## src/rtl/free_list.sv

```systemverilog
// -----------------------------------------------------------------------------
// free_list
//
// Physical-register free list for the out-of-order rename stage. Sits upstream
// of the map table and supplies the next free physical register tag. The list
// is a circular FIFO of PR tags with first-word-fall-through output.
//
// After reset the list holds the tags NUM_LR..NUM_PR-1. PRs 0..NUM_LR-1 are
// architecturally mapped at that point, so they are not free.
//
// Ports
//   clk            in   clock; all state changes on the rising edge
//   rst            in   asynchronous, active-high reset
//   RegDest        in   dispatching instruction writes rd (allocation request)
//   hazard_stall   in   dispatch is stalled; blocks allocation
//   retire         in   ROB head retires this cycle
//   RegDest_retire in   retiring instruction had an rd
//   PR_old_retire  in   previous mapping of the retiring rd; freed on retire
//   recover        in   ROB is walking back one entry this cycle
//   RegDest_ROB    in   flushed entry had an rd
//   p_rd_flush     in   PR allocated by the flushed entry; freed on recovery
//   p_rd_new       out  head-of-list PR tag, valid whenever empty = 0
//   empty          out  no free PR; dispatch must stall
//   free_cnt       out  number of free entries, 0..DEPTH
// -----------------------------------------------------------------------------
module free_list #(
    parameter int NUM_PR = 64,
    parameter int NUM_LR = 32,
    parameter int DEPTH  = NUM_PR - NUM_LR,
    parameter int TAG_W  = $clog2(NUM_PR),
    parameter int PTR_W  = $clog2(DEPTH)
) (
    input  logic             clk,
    input  logic             rst,
    input  logic             RegDest,
    input  logic             hazard_stall,
    input  logic             retire,
    input  logic             RegDest_retire,
    input  logic [TAG_W-1:0] PR_old_retire,
    input  logic             recover,
    input  logic             RegDest_ROB,
    input  logic [TAG_W-1:0] p_rd_flush,
    output logic [TAG_W-1:0] p_rd_new,
    output logic             empty,
    output logic [TAG_W-1:0] free_cnt
);

    logic [TAG_W-1:0] mem_q [DEPTH];
    logic [PTR_W-1:0] head_q, head_d;
    logic [PTR_W-1:0] tail_q, tail_d;
    logic [TAG_W-1:0] count_q, count_d;

    logic             empty_s;
    logic             full_s;
    logic             pop_s;
    logic             push_req_s;
    logic             push_s;
    logic [TAG_W-1:0] push_data_s;

    // Outputs are driven only from registered state, so there is no
    // combinational path from any input to p_rd_new, empty or free_cnt.
    assign empty_s  = (count_q == {TAG_W{1'b0}});
    assign full_s   = (count_q == TAG_W'(DEPTH));
    assign p_rd_new = mem_q[head_q];
    assign empty    = empty_s;
    assign free_cnt = count_q;

    // Allocation/free decisions and next-state pointers and count.
    always_comb begin
        // Allocation is blocked during a ROB walk and whenever the list is
        // empty in the current state (a same-cycle push cannot be bypassed).
        pop_s = RegDest & ~hazard_stall & ~recover & ~empty_s;

        // Recovery owns the single write port; the ROB never retires during
        // a walk, so retire is ignored while recover is high.
        if (recover) begin
            push_req_s  = RegDest_ROB;
            push_data_s = p_rd_flush;
        end else begin
            push_req_s  = retire & RegDest_retire;
            push_data_s = PR_old_retire;
        end

        // A push into a full list is only honoured when a pop frees a slot
        // in the same cycle; otherwise it is dropped and state is unchanged.
        push_s = push_req_s & (~full_s | pop_s);

        if (pop_s) begin
            head_d = head_q + PTR_W'(1);
        end else begin
            head_d = head_q;
        end

        if (push_s) begin
            tail_d = tail_q + PTR_W'(1);
        end else begin
            tail_d = tail_q;
        end

        if (push_s && !pop_s) begin
            count_d = count_q + TAG_W'(1);
        end else if (pop_s && !push_s) begin
            count_d = count_q - TAG_W'(1);
        end else begin
            count_d = count_q;
        end
    end

    // Pointer and occupancy registers.
    always_ff @(posedge clk or posedge rst) begin
        if (rst) begin
            head_q  <= {PTR_W{1'b0}};
            tail_q  <= {PTR_W{1'b0}};
            count_q <= TAG_W'(DEPTH);
        end else begin
            head_q  <= head_d;
            tail_q  <= tail_d;
            count_q <= count_d;
        end
    end

    // Tag storage; reset loads the initially free tags NUM_LR..NUM_PR-1.
    always_ff @(posedge clk or posedge rst) begin
        if (rst) begin
            for (int i = 0; i < DEPTH; i++) begin
                mem_q[i] <= TAG_W'(NUM_LR + i);
            end
        end else if (push_s) begin
            mem_q[tail_q] <= push_data_s;
        end
    end

endmodule

```

## config.mk

```make
export PLATFORM = sky130hd
export DESIGN_NAME = free_list
export DESIGN_NICKNAME = d
export VERILOG_FILES = /design/src/rtl/free_list.sv
export SDC_FILE = /design/constraint.sdc
export NUM_CORES = 1
export LEC_CHECK = 0
export BUFFER_PORTS_ARGS = -buffer_cell sky130_fd_sc_hd__buf_2
export CORE_MARGIN = 5
export CORE_UTILIZATION = 56
export CTS_CLUSTER_SIZE = 14
export DETAILED_ROUTE_END_ITERATION = 6
export PLACE_DENSITY = 0.76
export SLEW_MARGIN = 20
export SYNTH_ARGS = -nofsm -noshare
export SYNTH_HDL_FRONTEND = slang
export SYNTH_SLANG_ARGS = --single-unit
```

## constraint.sdc

```tcl
create_clock -name clk -period 5.36 [get_ports clk]
set_input_delay 0.268 -clock clk [delete_from_list [all_inputs] [get_ports clk]]
set_output_delay 0.268 -clock clk [all_outputs]
set_load 0.01 [all_outputs]
```

[Word level (Yosys, flattened, before mapping)]
Index checks and enable logic that the tools add are counted.
W data, S select, Z words.
Storage, ports and cells
  latch bits: 0
  ROM bits: 0
  logic and storage cells: 72
  bits in registers: 208
  bits in writable memories: 0
  input port bits: 20
  memories: 0
  output and inout port bits: 13
Cells by class
  shift-type cells: 0
  multiply operators: 0
  bitwise logic cells: 12
  equal/unequal tests: 1
  add/sub/neg operators: 4
  div/mod/pow operators: 0
  reduce and logical (&&, ||, !) cells: 7
  muxes and demuxes: 10
  $lt $le $gt $ge: 3
Operators with widths (number)
  $bwmux W192: 1
  $mux W6: 6
  $bmux W6 S5: 1
  $demux W6 S5: 1
  $ge A6 B6 Y1 const B: 2
  $not A5 Y6: 2
  $add A5 B1 Y5 const B: 2
  $add A6 B1 Y6 const B: 1
  $eq A6 B6 Y1 const B: 1
  $logic_not A6 Y1: 1
  $lt A6 B1 Y1 const B: 1
  $sub A6 B1 Y6 const B: 1
  $and A1 B1 Y1: 5
  $not A1 Y1: 4
  $logic_and A1 B1 Y1: 3
  $logic_not A1 Y1: 2
  $reduce_bool A2 Y1: 1
  $mux W1: 1
  $or A1 B1 Y1: 1

[Logic depth before layout (Yosys ltp)]
  word-level depth: 10
  mapped depth: 13

[Least setup slack after synthesis]
No wires, ideal clock.
  path kind: register -> register
  start: register count_q[0], in the netlist free_cnt[0]
  end: register count_q[5], in the netlist free_cnt[5]
  setup time: 83 ps
  arrival: 3081 ps
  cell stages (with the launch flop): 13
  required time: 5277 ps
  slack: 2195 ps
  cell sequence: dfrtp_1 > nor4_1 > and4_4 > buf_6 > buf_8 > nor2_1 > ha_1 > inv_1 > ha_1 > or4_1 > o211ai_1 > nor3b_1 > xnor2_1
Between the ends
  cells in the longest elaborated chain, start to end: 8
  elaborated cells between the ends (all ways): 16
Ends and longest elaborated chain
  start: declaration: RTL line 51  | logic [TAG_W-1:0] count_q, count_d;
  start signal: assignment: RTL line 114  | count_q <= TAG_W'(DEPTH);
  start signal: assignment: RTL line 118  | count_q <= count_d;
  $logic_not A6 Y1: RTL line 62  | assign empty_s = (count_q == {TAG_W{1'b0}});
  $not A1 Y1: RTL line 72  | pop_s = RegDest & ~hazard_stall & ~recover & ~empty_s;
  $and A1 B1 Y1: RTL line 72
  $or A1 B1 Y1 *: RTL line 86  | push_s = push_req_s & (~full_s | pop_s);
  $and A1 B1 Y1 *: RTL line 86
  via push_s: RTL line 57  | logic push_s;
  $logic_not A1 Y1: RTL line 102  | end else if (pop_s && !push_s) begin
  $logic_and A1 B1 Y1: RTL line 102
  $reduce_bool A2 Y1 (no source line)
Mark *: on every way through the listed nets, which the timed path passes. The rest lies on a longest branch. The select of a mux whose other input is x is not followed.
A chain may end at the register's enable or synchronous reset.

[Worst setup path in the final report]
Same ends and word-level chain as after synthesis.

==> impl_metrics.yaml <==
final_layout:
  drive_above_1_share_pct: 60.89
  syn_to_final_growth_pct: 9.664
  fillers: 1336
  final_cell_count_no_fill: 950
  n_antenna_cell: 0
  layout.nets: 736
detailed_routing:
  firstDrtPassIters: 5
  wl_met3_mm: 1.030
  routed_via_density: 6.404
  routedWlPerCell_um: 23.72
  drc: 0
  vias: 6084
  ant_nets: 0
  routed.top_layer: "met4"
  dr_wl_met2_mm: 11.34
  drt-met1-wl_mm: 9.490
  routed_wl_mm: 22.53
  first_iter_violations: 406
pwr:
  leakagePower_nw: 4.628
  p_per_area_mw_per_mm2: 613.7
  swShare_pct: 31.83
  intPower_w: 0.004693
  combinationalPowerShare_pct: 33.4
  p_clk_share_pct: 21.8
  p_seq_share_pct: 44.8
  p_sw_w: 0.002191
  ir_drop_v: 0.0003642
  power_w: 0.006884
clock_network:
  cts_buffers: 22
  cts_tree: "done"
  cts_max_level: 1
  cts_sinks: 208
  path_clk_slew_ns: 0.06
  post_cts_buffers: 0
  cts_max_path_buffers: 3
  cts_resized: 0
  hold_buffers: 1
  clk_latency_ns: 0.50
  clockRootBuffer: "clkbuf_16"
floorplan:
  die_x_um: 145.2
  core_mm2: 0.01796
  die_h_um: 145.2
  io_pins: 33
  dieArea_mm2: 0.02107
  start_util_pct: 56.94
  num_rows: 49
synth:
  synth_edf_count: 0
  ys_warn_count: 0
  synthFlopType: "dfstp_2"
  synthTopCellsByArea: "dfstp_2 29%, dfrtp_1 23%, mux2_2 22%"
  ys_types: 46
  syn_nets: 728
  ys_ff_latch: 208
  synth_top_area_cell: "dfstp_2"
  seq_area_frac_synth_pct: 52.27
  ys_async_sr_fraction_pct: 100.0
  synth_area_mm2: 0.01023
  synth_area_per_cell_um2: 14.68
  synth_top_area_share_pct: 29.03
  synth_cells: 697
placed_design:
  routabilityCongestion: 0.7982
  placed_cells: 909
  detailedPlacementHpwl_mm: 15.02
  io_buffers: 32
hold_path:
  hp-class: "input port to asynchronous set/reset pin"
grt:
  grt_overflow: 0
  grt_pass1_wl_mm: 36.91
  groute.usage.overall_pct: 21.57
  antenna_found_initial: 0
  first_global_vias: 6533
  grt_max_degree: 83
timing:
  tightest_slew_ns: 1.041
  rsz0062_at_grt: "false"
  finalHoldViolCount: 0
  skew_ns: 0.01593
  slew_headroom_pct: 30.61
  finalSetupViolCount: 0
  finalSetupTns_ns: 0
  final_max_slew_viol_count: 0
  min_period_ns: 3.586
  fin_crit_sh_pct: 66.90
  clock.fmax_mhz: 278.9
run_status:
  outcome: "complete, no violations"
worst_setup_path:
  end_kind: "flip-flop"
  critPathKind: "flip-flop to flip-flop"
  path_max_fanout: 16
  cp.arrival_ns: 4.01
  required_ns: 5.78
  start_kind: "flip-flop"
run:
  maxCapViolations: 0
-- placed cells by master (no fill, tap or decap), drive strengths merged, types with 3 or more instances in the layout --
cell,count
a21oi,12
clkinv,9
a211oi,7
nand2,21
nor3,16
o21ai,7
mux2i,23
xnor2,8
nand3,5
nor3b,4
ha,10
o221ai,11
and4,4
dfstp,113
inv,7
xor2,5
a22o,6
clkbuf,29
nor4,4
a22oi,5
nand4,19
mux4,37
dfrtp,95
buf,39
mux2,201
nor2,3
-- final timing paths --
kind	startpoint	to	slack [ns]	cells after the start
max	free_cnt[0]	free_cnt[5]	1.77	10
min	rst	mem_q[18]	0.23	3
max reg2reg	free_cnt[0]	free_cnt[5]	1.77	10
min reg2reg	mem_q[13]	mem_q[13]	0.49	1
max in group asynchronous	rst	head_q[0]	3.87	4
min in group clk	hazard_stall	head_q[0]	0.32	4
-- worst max-delay path: stages (launching register included) --
cell,delay [ns]
dfrtp_1,0.47
nor4_1,0.53
and4_4,0.63
nor2_1,0.17
ha_1,0.29
inv_1,0.18
ha_1,0.32
or4_1,0.55
o211ai_1,0.12
nor3b_1,0.10
xnor2_1,0.15
-- final cells by class --
| class | count | area (um2) | share of cell area (%) |
|---|---|---|---|
| Multi-Input combinational cell | 425 | 4599 | 41.00 |
| Sequential cell | 208 | 5350 | 47.70 |
| Inverter | 8 | 33.78 | 0.3012 |
| Clock inverter | 11 | 112.6 | 1.004 |
| Tap cell | 229 | 286.5 | 2.554 |
| Timing Repair Buffer | 40 | 226.5 | 2.019 |
| Clock buffer | 29 | 608.1 | 5.421 |
-- power by group through the flow --
stage | sequential, W | clock, W | combinational (W)
floorplan | 0.00280 | 0 | 0.00191
global placement | 0.00302 | 0 | 0.00220
detailed placement | 0.00310 | 0 | 0.00230
CTS | 0.00307 | 0.00153 | 0.00231
global route | 0.00317 | 0.00160 | 0.00249
finish | 0.00308 | 0.00150 | 0.00230
-- flip-flops by register name, indices dropped and copies added (netlist names) --
name and count:
mem_q 192, head_q 5, tail_q 5, free_cnt 6
-- stage by stage --
stage / utilization [%] / setup slack (ns) / cell area (um2) / hold slack [ns]
finish: 62.44 / 1.774 / 11220 / 0.2258
global route: 62.44 / 1.552 / 11220 / 0.2563
CTS: 62.41 / 1.692 / 11210 / 0.2182
detailed placement: 58.34 / 1.803 / 10480 / 0.1864
global placement: 58.34 / 2.019 / 10480 / 0.1868
floorplan: - / 2.195 / 10230 / 0.4579
-- kinds of logic after synthesis --
logic type | Yosys count | synth area share, %
AOI/OAI and AO/OA | 54 | 3.706
buffers and inverters | 64 | 2.789
DFF | 208 | 52.27
adders and majority gates | 11 | 1.419
muxes | 261 | 32.53
xor gates and xnor gates | 13 | 1.113
and+or+nand+nor | 86 | 6.178
-- layer usage --
metal	up-vias	global-route usage, %
met1	3242	29.53
met3	50	3.991
li1	2633	-
met4	0	6.483
met2	159	35.47
met5	-	0
-- cell usage after synthesis (all sizes together), types with 11 or more instances --
cell type	count
a21oi	12
buf	18
clkbuf	38
dfrtp	95
dfstp	113
mux2	201
mux2i	23
mux4	37
nand2	21
nand4	19
nor3	16
o221ai	11
Note: power is estimated with default switching activity, not from simulation.
